**src/rtl/motion_pkg.sv**
```systemverilog
// Shared types for the motion segment sequencer: FSM state encoding,
// segment record layout and the default field width.
package motion_pkg;

    // Default width of the dt, steps, a and j fields.
    localparam int W_DEFAULT = 32;

    // Number of single-bit flags carried with every segment.
    localparam int SEG_FLAG_W = 3;

    // Sequencer states.
    typedef enum logic [1:0] {
        ST_IDLE       = 2'd0,
        ST_LOAD       = 2'd1,
        ST_RUN        = 2'd2,
        ST_ABORT_WAIT = 2'd3
    } state_t;

    // One queued segment at the default width. The queue word uses the same
    // field order (dt, steps, a, j, set_a, set_j, last) at any width W.
    typedef struct packed {
        logic [W_DEFAULT-1:0] dt;
        logic [W_DEFAULT-1:0] steps;
        logic [W_DEFAULT-1:0] a;
        logic [W_DEFAULT-1:0] j;
        logic                 set_a;
        logic                 set_j;
        logic                 last;
    } seg_t;

    // Width of one packed queue word for field width w.
    function automatic int seg_word_width(input int w);
        return 4 * w + SEG_FLAG_W;
    endfunction

endpackage

```
**src/rtl/seg_fifo.sv**
```systemverilog
// Segment queue: DEPTH-entry FIFO with occupancy count and synchronous flush.
// The head entry is read combinationally so the sequencer can capture it on
// the same edge it pops, keeping load one clock after start/seg_done.
module seg_fifo #(
    parameter int DEPTH = 4,
    parameter int DW    = 8
) (
    input  logic                      clk,
    input  logic                      reset,
    input  logic                      flush,
    input  logic                      push,
    input  logic                      pop,
    input  logic [DW-1:0]             wr_data,
    output logic [DW-1:0]             rd_data,
    output logic                      full,
    output logic                      empty,
    output logic [$clog2(DEPTH):0]    count
);

    localparam int AW = $clog2(DEPTH);
    localparam int CW = AW + 1;

    logic [DW-1:0] mem [DEPTH];

    logic [AW-1:0] wr_ptr_q, wr_ptr_d;
    logic [AW-1:0] rd_ptr_q, rd_ptr_d;
    logic [CW-1:0] count_q, count_d;

    // Pointer and count update; flush empties the queue and wins over push/pop.
    always_comb begin
        wr_ptr_d = wr_ptr_q;
        rd_ptr_d = rd_ptr_q;
        count_d  = count_q;
        if (flush) begin
            wr_ptr_d = '0;
            rd_ptr_d = '0;
            count_d  = '0;
        end else begin
            if (push) begin
                wr_ptr_d = wr_ptr_q + 1'b1;
            end
            if (pop) begin
                rd_ptr_d = rd_ptr_q + 1'b1;
            end
            case ({push, pop})
                2'b10:   count_d = count_q + 1'b1;
                2'b01:   count_d = count_q - 1'b1;
                default: count_d = count_q;
            endcase
        end
    end

    // Pointer and count registers; reset discards any queued contents.
    always_ff @(posedge clk or negedge reset) begin
        if (!reset) begin
            wr_ptr_q <= '0;
            rd_ptr_q <= '0;
            count_q  <= '0;
        end else begin
            wr_ptr_q <= wr_ptr_d;
            rd_ptr_q <= rd_ptr_d;
            count_q  <= count_d;
        end
    end

    // Storage write; contents need no reset because the pointers define validity.
    always_ff @(posedge clk) begin
        if (push && !flush) begin
            mem[wr_ptr_q] <= wr_data;
        end
    end

    assign rd_data = mem[rd_ptr_q];
    assign full    = (count_q == CW'(DEPTH));
    assign empty   = (count_q == '0);
    assign count   = count_q;

endmodule

```
**src/rtl/motion_seg_sequencer.sv**
```systemverilog
// Motion segment sequencer: queues motion segments and hands them one at a
// time to the step/profile generators with a one-cycle load strobe, advancing
// on each seg_done until the last segment, an underrun or an abort.
module motion_seg_sequencer
    import motion_pkg::*;
#(
    parameter int DEPTH = 4,
    parameter int W     = W_DEFAULT
) (
    input  logic                   clk,
    input  logic                   reset,
    input  logic                   wr_en,
    input  logic [W-1:0]           wr_dt,
    input  logic [W-1:0]           wr_steps,
    input  logic [W-1:0]           wr_a,
    input  logic [W-1:0]           wr_j,
    input  logic                   wr_set_a,
    input  logic                   wr_set_j,
    input  logic                   wr_last,
    input  logic                   start,
    input  logic                   seg_done,
    input  logic                   abort,
    output logic                   load,
    output logic [W-1:0]           dt_val,
    output logic [W-1:0]           steps_val,
    output logic [W-1:0]           a_val,
    output logic [W-1:0]           j_val,
    output logic                   set_a,
    output logic                   set_j,
    output logic                   full,
    output logic                   empty,
    output logic [$clog2(DEPTH):0] count,
    output logic                   busy,
    output logic                   underrun
);

    localparam int DW = seg_word_width(W);

    state_t state_q, state_d;

    // Queue interface
    logic [DW-1:0] wr_word;
    logic [DW-1:0] head_word;
    logic          fifo_full;
    logic          fifo_empty;
    logic          push;
    logic          pop;
    logic          flush;

    // Head entry fields
    logic [W-1:0]  head_dt;
    logic [W-1:0]  head_steps;
    logic [W-1:0]  head_a;
    logic [W-1:0]  head_j;
    logic          head_set_a;
    logic          head_set_j;
    logic          head_last;

    // Output and bookkeeping registers
    logic          load_q, load_d;
    logic          set_a_q, set_a_d;
    logic          set_j_q, set_j_d;
    logic [W-1:0]  dt_q, dt_d;
    logic [W-1:0]  steps_q, steps_d;
    logic [W-1:0]  a_q, a_d;
    logic [W-1:0]  j_q, j_d;
    logic          last_q, last_d;
    logic          underrun_q, underrun_d;

    assign wr_word    = {wr_dt, wr_steps, wr_a, wr_j, wr_set_a, wr_set_j, wr_last};
    assign head_dt    = head_word[DW-1     -: W];
    assign head_steps = head_word[DW-1-W   -: W];
    assign head_a     = head_word[DW-1-2*W -: W];
    assign head_j     = head_word[DW-1-3*W -: W];
    assign head_set_a = head_word[2];
    assign head_set_j = head_word[1];
    assign head_last  = head_word[0];

    seg_fifo #(
        .DEPTH (DEPTH),
        .DW    (DW)
    ) u_seg_fifo (
        .clk     (clk),
        .reset   (reset),
        .flush   (flush),
        .push    (push),
        .pop     (pop),
        .wr_data (wr_word),
        .rd_data (head_word),
        .full    (fifo_full),
        .empty   (fifo_empty),
        .count   (count)
    );

    // FSM state register.
    always_ff @(posedge clk or negedge reset) begin
        if (!reset) begin
            state_q <= ST_IDLE;
        end else begin
            state_q <= state_d;
        end
    end

    // FSM next state; abort outranks start and seg_done.
    always_comb begin
        state_d = state_q;
        if (abort) begin
            if (state_q == ST_LOAD || state_q == ST_RUN) begin
                state_d = ST_ABORT_WAIT;
            end
        end else begin
            case (state_q)
                ST_IDLE: begin
                    if (start && !fifo_empty) begin
                        state_d = ST_LOAD;
                    end
                end
                ST_LOAD: begin
                    state_d = ST_RUN;
                end
                ST_RUN: begin
                    if (seg_done) begin
                        state_d = (!last_q && !fifo_empty) ? ST_LOAD : ST_IDLE;
                    end
                end
                ST_ABORT_WAIT: begin
                    if (seg_done) begin
                        state_d = ST_IDLE;
                    end
                end
                default: begin
                    state_d = ST_IDLE;
                end
            endcase
        end
    end

    // FSM outputs: the head is popped and latched on the edge that enters
    // LOAD, so load is high for exactly the LOAD cycle. A write at full is
    // still taken when the same edge pops, since a slot frees up.
    always_comb begin
        flush      = abort;
        pop        = (state_d == ST_LOAD);
        push       = wr_en && !abort && (state_q != ST_ABORT_WAIT) && (!fifo_full || pop);

        load_d     = pop;
        set_a_d    = pop && head_set_a;
        set_j_d    = pop && head_set_j;
        dt_d       = pop ? head_dt    : dt_q;
        steps_d    = pop ? head_steps : steps_q;
        a_d        = pop ? head_a     : a_q;
        j_d        = pop ? head_j     : j_q;
        last_d     = pop ? head_last  : last_q;

        underrun_d = underrun_q;
        if (!abort && state_q == ST_IDLE && start && !fifo_empty) begin
            underrun_d = 1'b0;
        end else if (!abort && state_q == ST_RUN && seg_done && !last_q && fifo_empty) begin
            underrun_d = 1'b1;
        end
    end

    // Registered strobe, segment fields and sticky underrun flag.
    always_ff @(posedge clk or negedge reset) begin
        if (!reset) begin
            load_q     <= 1'b0;
            set_a_q    <= 1'b0;
            set_j_q    <= 1'b0;
            dt_q       <= '0;
            steps_q    <= '0;
            a_q        <= '0;
            j_q        <= '0;
            last_q     <= 1'b0;
            underrun_q <= 1'b0;
        end else begin
            load_q     <= load_d;
            set_a_q    <= set_a_d;
            set_j_q    <= set_j_d;
            dt_q       <= dt_d;
            steps_q    <= steps_d;
            a_q        <= a_d;
            j_q        <= j_d;
            last_q     <= last_d;
            underrun_q <= underrun_d;
        end
    end

    assign load      = load_q;
    assign set_a     = set_a_q;
    assign set_j     = set_j_q;
    assign dt_val    = dt_q;
    assign steps_val = steps_q;
    assign a_val     = a_q;
    assign j_val     = j_q;
    assign full      = fifo_full;
    assign empty     = fifo_empty;
    assign busy      = (state_q != ST_IDLE);
    assign underrun  = underrun_q;

endmodule
```
**config.mk**
```make
export PLATFORM = sky130hd
export DESIGN_NAME = motion_seg_sequencer
export DESIGN_NICKNAME = d
export VERILOG_FILES = /design/src/rtl/motion_pkg.sv /design/src/rtl/seg_fifo.sv /design/src/rtl/motion_seg_sequencer.sv
export SDC_FILE = /design/constraint.sdc
export NUM_CORES = 1
export LEC_CHECK = 0
export CAP_MARGIN = 20
export CORE_MARGIN = 8
export CORE_UTILIZATION = 35
export DETAILED_ROUTE_END_ITERATION = 16
export DONT_BUFFER_PORTS = 1
export PLACE_DENSITY = 0.46
export SYNTH_ARGS = -nofsm -noshare
export SYNTH_HDL_FRONTEND = slang
export SYNTH_HIERARCHICAL = 1
export SYNTH_SLANG_ARGS = --single-unit
```
**constraint.sdc**
```tcl
create_clock -name clk -period 9.85 [get_ports clk]
set_input_delay 1.97 -clock clk [delete_from_list [all_inputs] [get_ports clk]]
set_output_delay 1.97 -clock clk [all_outputs]
set_load 0.02 [all_outputs]
```
==> metrics.md <==
| Metric | Value |
|---|---|
| Reg2Reg Launch Point | `u_seg_fifo/count[0]` |
| Beginning of the critical path | `seg_done` |
| CP Class | `input pin to register` |
| TritonCTS buffer count | `74` |
| Sequential Power Share | `56.7%` |
| Hold buffer count at cts | `0` |
| Setup TNS | `0 ns` |
| Placed insts | `1935` |
| Ports | `275` |
| Final WS setup | `4.180 ns` |
| Layout area overhead | `13.43%` |
| VDD IR-drop max | `0.1214 mV` |
| Worst skew pair latency | `0.59 ns` |
| Final number of setup-violating endpoints | `0` |
| Mapped cell area | `0.02442 mm2` |
| CTS tree | `done` |
| Crit-path max FO | `46` |
| Via density | `4.843` |
| Syn. warnings | `6` |
| Clock Skew | `0.01092 ns` |
| Startpoint class of the critical path | `input pin` |
| Cells after Synth | `1027` |
| Max Buffers Root-to-Sink | `3` |
| Max-cap viol count | `0` |
| Vias in the first global route | `10.84k` |
| Slew Limit Fails | `0` |
| Starting DRC count in detailed routing | `525` |
| Die Y | `280.1 um` |
| Drt drc | `0` |
| CP endpoint kind | `register` |
| WP data required | `10.06 ns` |
| Core area | `0.06954 mm2` |
| Max-Slew Margin vs Limit | `27.31%` |
| Placed wire-length estimate | `30960 um` |
| Share of the synthesized area in the top cell type | `64.44%` |
| Num rows | `97` |
| Hold Crit Class | `register to register` |
| EDFF count, synth | `524` |
| Combinational power share | `5.8%` |
| Post-CTS Setup Bufs | `0` |
| Arrival time at the worst endpoint | `5.88 ns` |
| Most area-consuming cells after synthesis | `edfxtp_1 (64%), dfrtp_1 (15%), mux4_2 (12%)` |
| First-pass GRT wire length | `78030 um` |
| Die area | `0.07848 mm2` |
| Async set-reset flop share out of synthesis | `21.32%` |
| CP Capture Point | `u_seg_fifo/mem[2][91]` |
| Syn_nets | `1169` |
| Mean Syn Cell Area | `23.78 um2` |
| Initial core utilization | `35.11%` |
| Synth area leader | `edfxtp_1` |
| Gr usage total | `13.47%` |
| Initial antenna violation count | `3` |
| Post-synth cell types | `28` |
| Nets@finish | `1213` |
| Non-filler instance count after layout | `2070` |
| Final period util | `57.56%` |
| Routed WL | `52900 um` |
| Clock power share | `37.5%` |
| Port bufs | `0` |
| Sw Pwr | `1.830 mW` |
| FF-to-FF End | `u_seg_fifo/mem[2][91]` |
| Clk sink count | `666` |
| FF+latch count, synth | `666` |
| CTS root buf | `clkbuf_16` |
| Pint | `5.129 mW` |
| Power Dens Cells | `251.2 mW/mm2` |
| Layout cells sized above 1 | `25.33%` |
| Reg2reg setup slack | `4.68 ns` |
| Leak Pwr | `9.068 nW` |
| Antenna Nets Post-Route | `0` |
| Vias | `10.03k` |
| WHS Path Cells | `2` |
| Status | `finished clean` |
| Switching share of power | `26.29%` |
| Achievable Freq | `176.4 MHz` |
| Pre-antenna DRT Iters | `6` |
| Clock-pin transition on the worst setup and hold timing paths | `0.06 ns` |
| Routed WL per cell | `25.56 um` |
| Most used DFF post-synth | `edfxtp_1` |
| Pre-CTS worst setup slack | `3.452 ns` |
| RSZ-0062 raised after global routing | `no` |
| H-tree levels | `3` |
| # resized after CTS | `0` |
| Sequential element share of the synthesized area | `78.99%` |
| Total congestion overflow | `0` |
| Largest net degree at the start of global routing | `143` |
| Final Hold Viols | `0` |
| Filler cells | `6163` |
| Die W | `280.1 um` |
| Post-layout min period | `5.670 ns` |
| Least-Margin Pin Slew | `1.090 ns` |
| GPL Wtd Cong | `0.6884` |
| Number of cells on the worst reg-to-reg path | `8` |
how the worst min path moves through the flow:
stage / end / start
3_5_place_dp: last_q / last_q
5_1_grt: last_q / last_q
2_1_floorplan: last_q / last_q
4_1_cts: u_seg_fifo/wr_ptr_q[1] / u_seg_fifo/wr_ptr_q[1]
3_3_place_gp: last_q / last_q
6_report: u_seg_fifo/wr_ptr_q[1] / u_seg_fifo/wr_ptr_q[1]
synthesized netlist by cell type, drive strengths merged, types with 2 or more instances:
master and number:
clkbuf 5, and2 6, and3b 2, nor3 2, o21ai 3, xor2 2
dfrtp 142, nor2 9, nor2b 2, xnor2 3, mux4 131, buf 41
ha 4, edfxtp 524, mux2 129, nor4b 2, mux2i 3, nor3b 3
nand2 4, inv 4
through the flow:
| step | instance area, um2 | hold WS (ns) | utilization [%] | total power, mW |
|---|---|---|---|---|
| CTS | 27700 | 0.5926 | 39.82 | 7.093 |
| global route | 27700 | 0.6127 | 39.82 | 7.254 |
| detailed placement | 25390 | 0.5727 | 36.51 | 4.447 |
| floorplan | 24420 | 0.5055 | - | 4.236 |
| global placement | 25390 | 0.5682 | 36.51 | 4.432 |
| finish | 27700 | 0.5859 | 39.83 | 6.958 |
placed cells by master, fill, tap and decap left out, drive strengths merged, types with 3 or more instances in the layout:
| master | instances |
|---|---|
| dfrtp | 142 |
| mux2 | 129 |
| xnor2 | 3 |
| mux4 | 131 |
| clkbuf | 107 |
| mux2i | 3 |
| ha | 4 |
| clkinv | 20 |
| nor2 | 9 |
| nand2 | 4 |
| inv | 7 |
| nor3b | 3 |
| buf | 14 |
| o21ai | 3 |
| and2 | 6 |
| edfxtp | 524 |
power groups by stage:
stage	logic, mW	clock network, mW	registers [mW]
2_1_floorplan	0.365	0	3.87
3_3_place_gp	0.409	0	4.02
3_5_place_dp	0.419	0	4.03
4_1_cts	0.422	2.70	3.97
5_1_grt	0.455	2.80	4.00
6_report	0.407	2.61	3.94
critical path, cell delays in order:
cell and delay [ns]:
nor4b_1 0.25, a211oi_1 0.16, a211o_4 0.57, a221oi_1 1.01, nor2b_1 0.35, and2_4 0.77
buf_4 0.70
registers in the layout, summed over array words and instances, names as in the netlist, 2 cells and up:
signal	cells
a_val	32
steps_val	32
j_val	32
u_seg_fifo/wr_ptr_q	2
state_q	2
u_seg_fifo/rd_ptr_q	2
u_seg_fifo/count	3
u_seg_fifo/mem	524
dt_val	32
kinds of logic after synthesis:
group | synth area share [%]
xor+xnor | 0.1794
buf+inv | 1.491
fa+ha+maj | 0.2870
simple gates | 0.7328
compound gates | 0.1640
mux | 18.15
flops | 78.99
cell type report:
class / count / area, um2 / share of cell area (%)
repair buffers: 14 / 117.6 / 0.4246
flip-flops and latches: 666 / 19300 / 69.67
inverters: 4 / 15.01 / 0.05421
clock buffers: 107 / 2117 / 7.643
diodes: 1 / 2.502 / 0.009035
well taps: 940 / 1176 / 4.246
clock inverters: 27 / 188.9 / 0.6821
multi-input cells: 311 / 4785 / 17.27
per-layer routing:
metal | vias to the layer above | GRT usage, % | wire, um
met5 | - | 0 | 0
met4 | 0 | 4.003 | 965
li1 | 4300 | - | -
met2 | 270 | 21.27 | 25320
met1 | 5386 | 16.89 | 21520
met3 | 69 | 5.612 | 5091
Note: power is estimated with default switching activity, not from simulation.
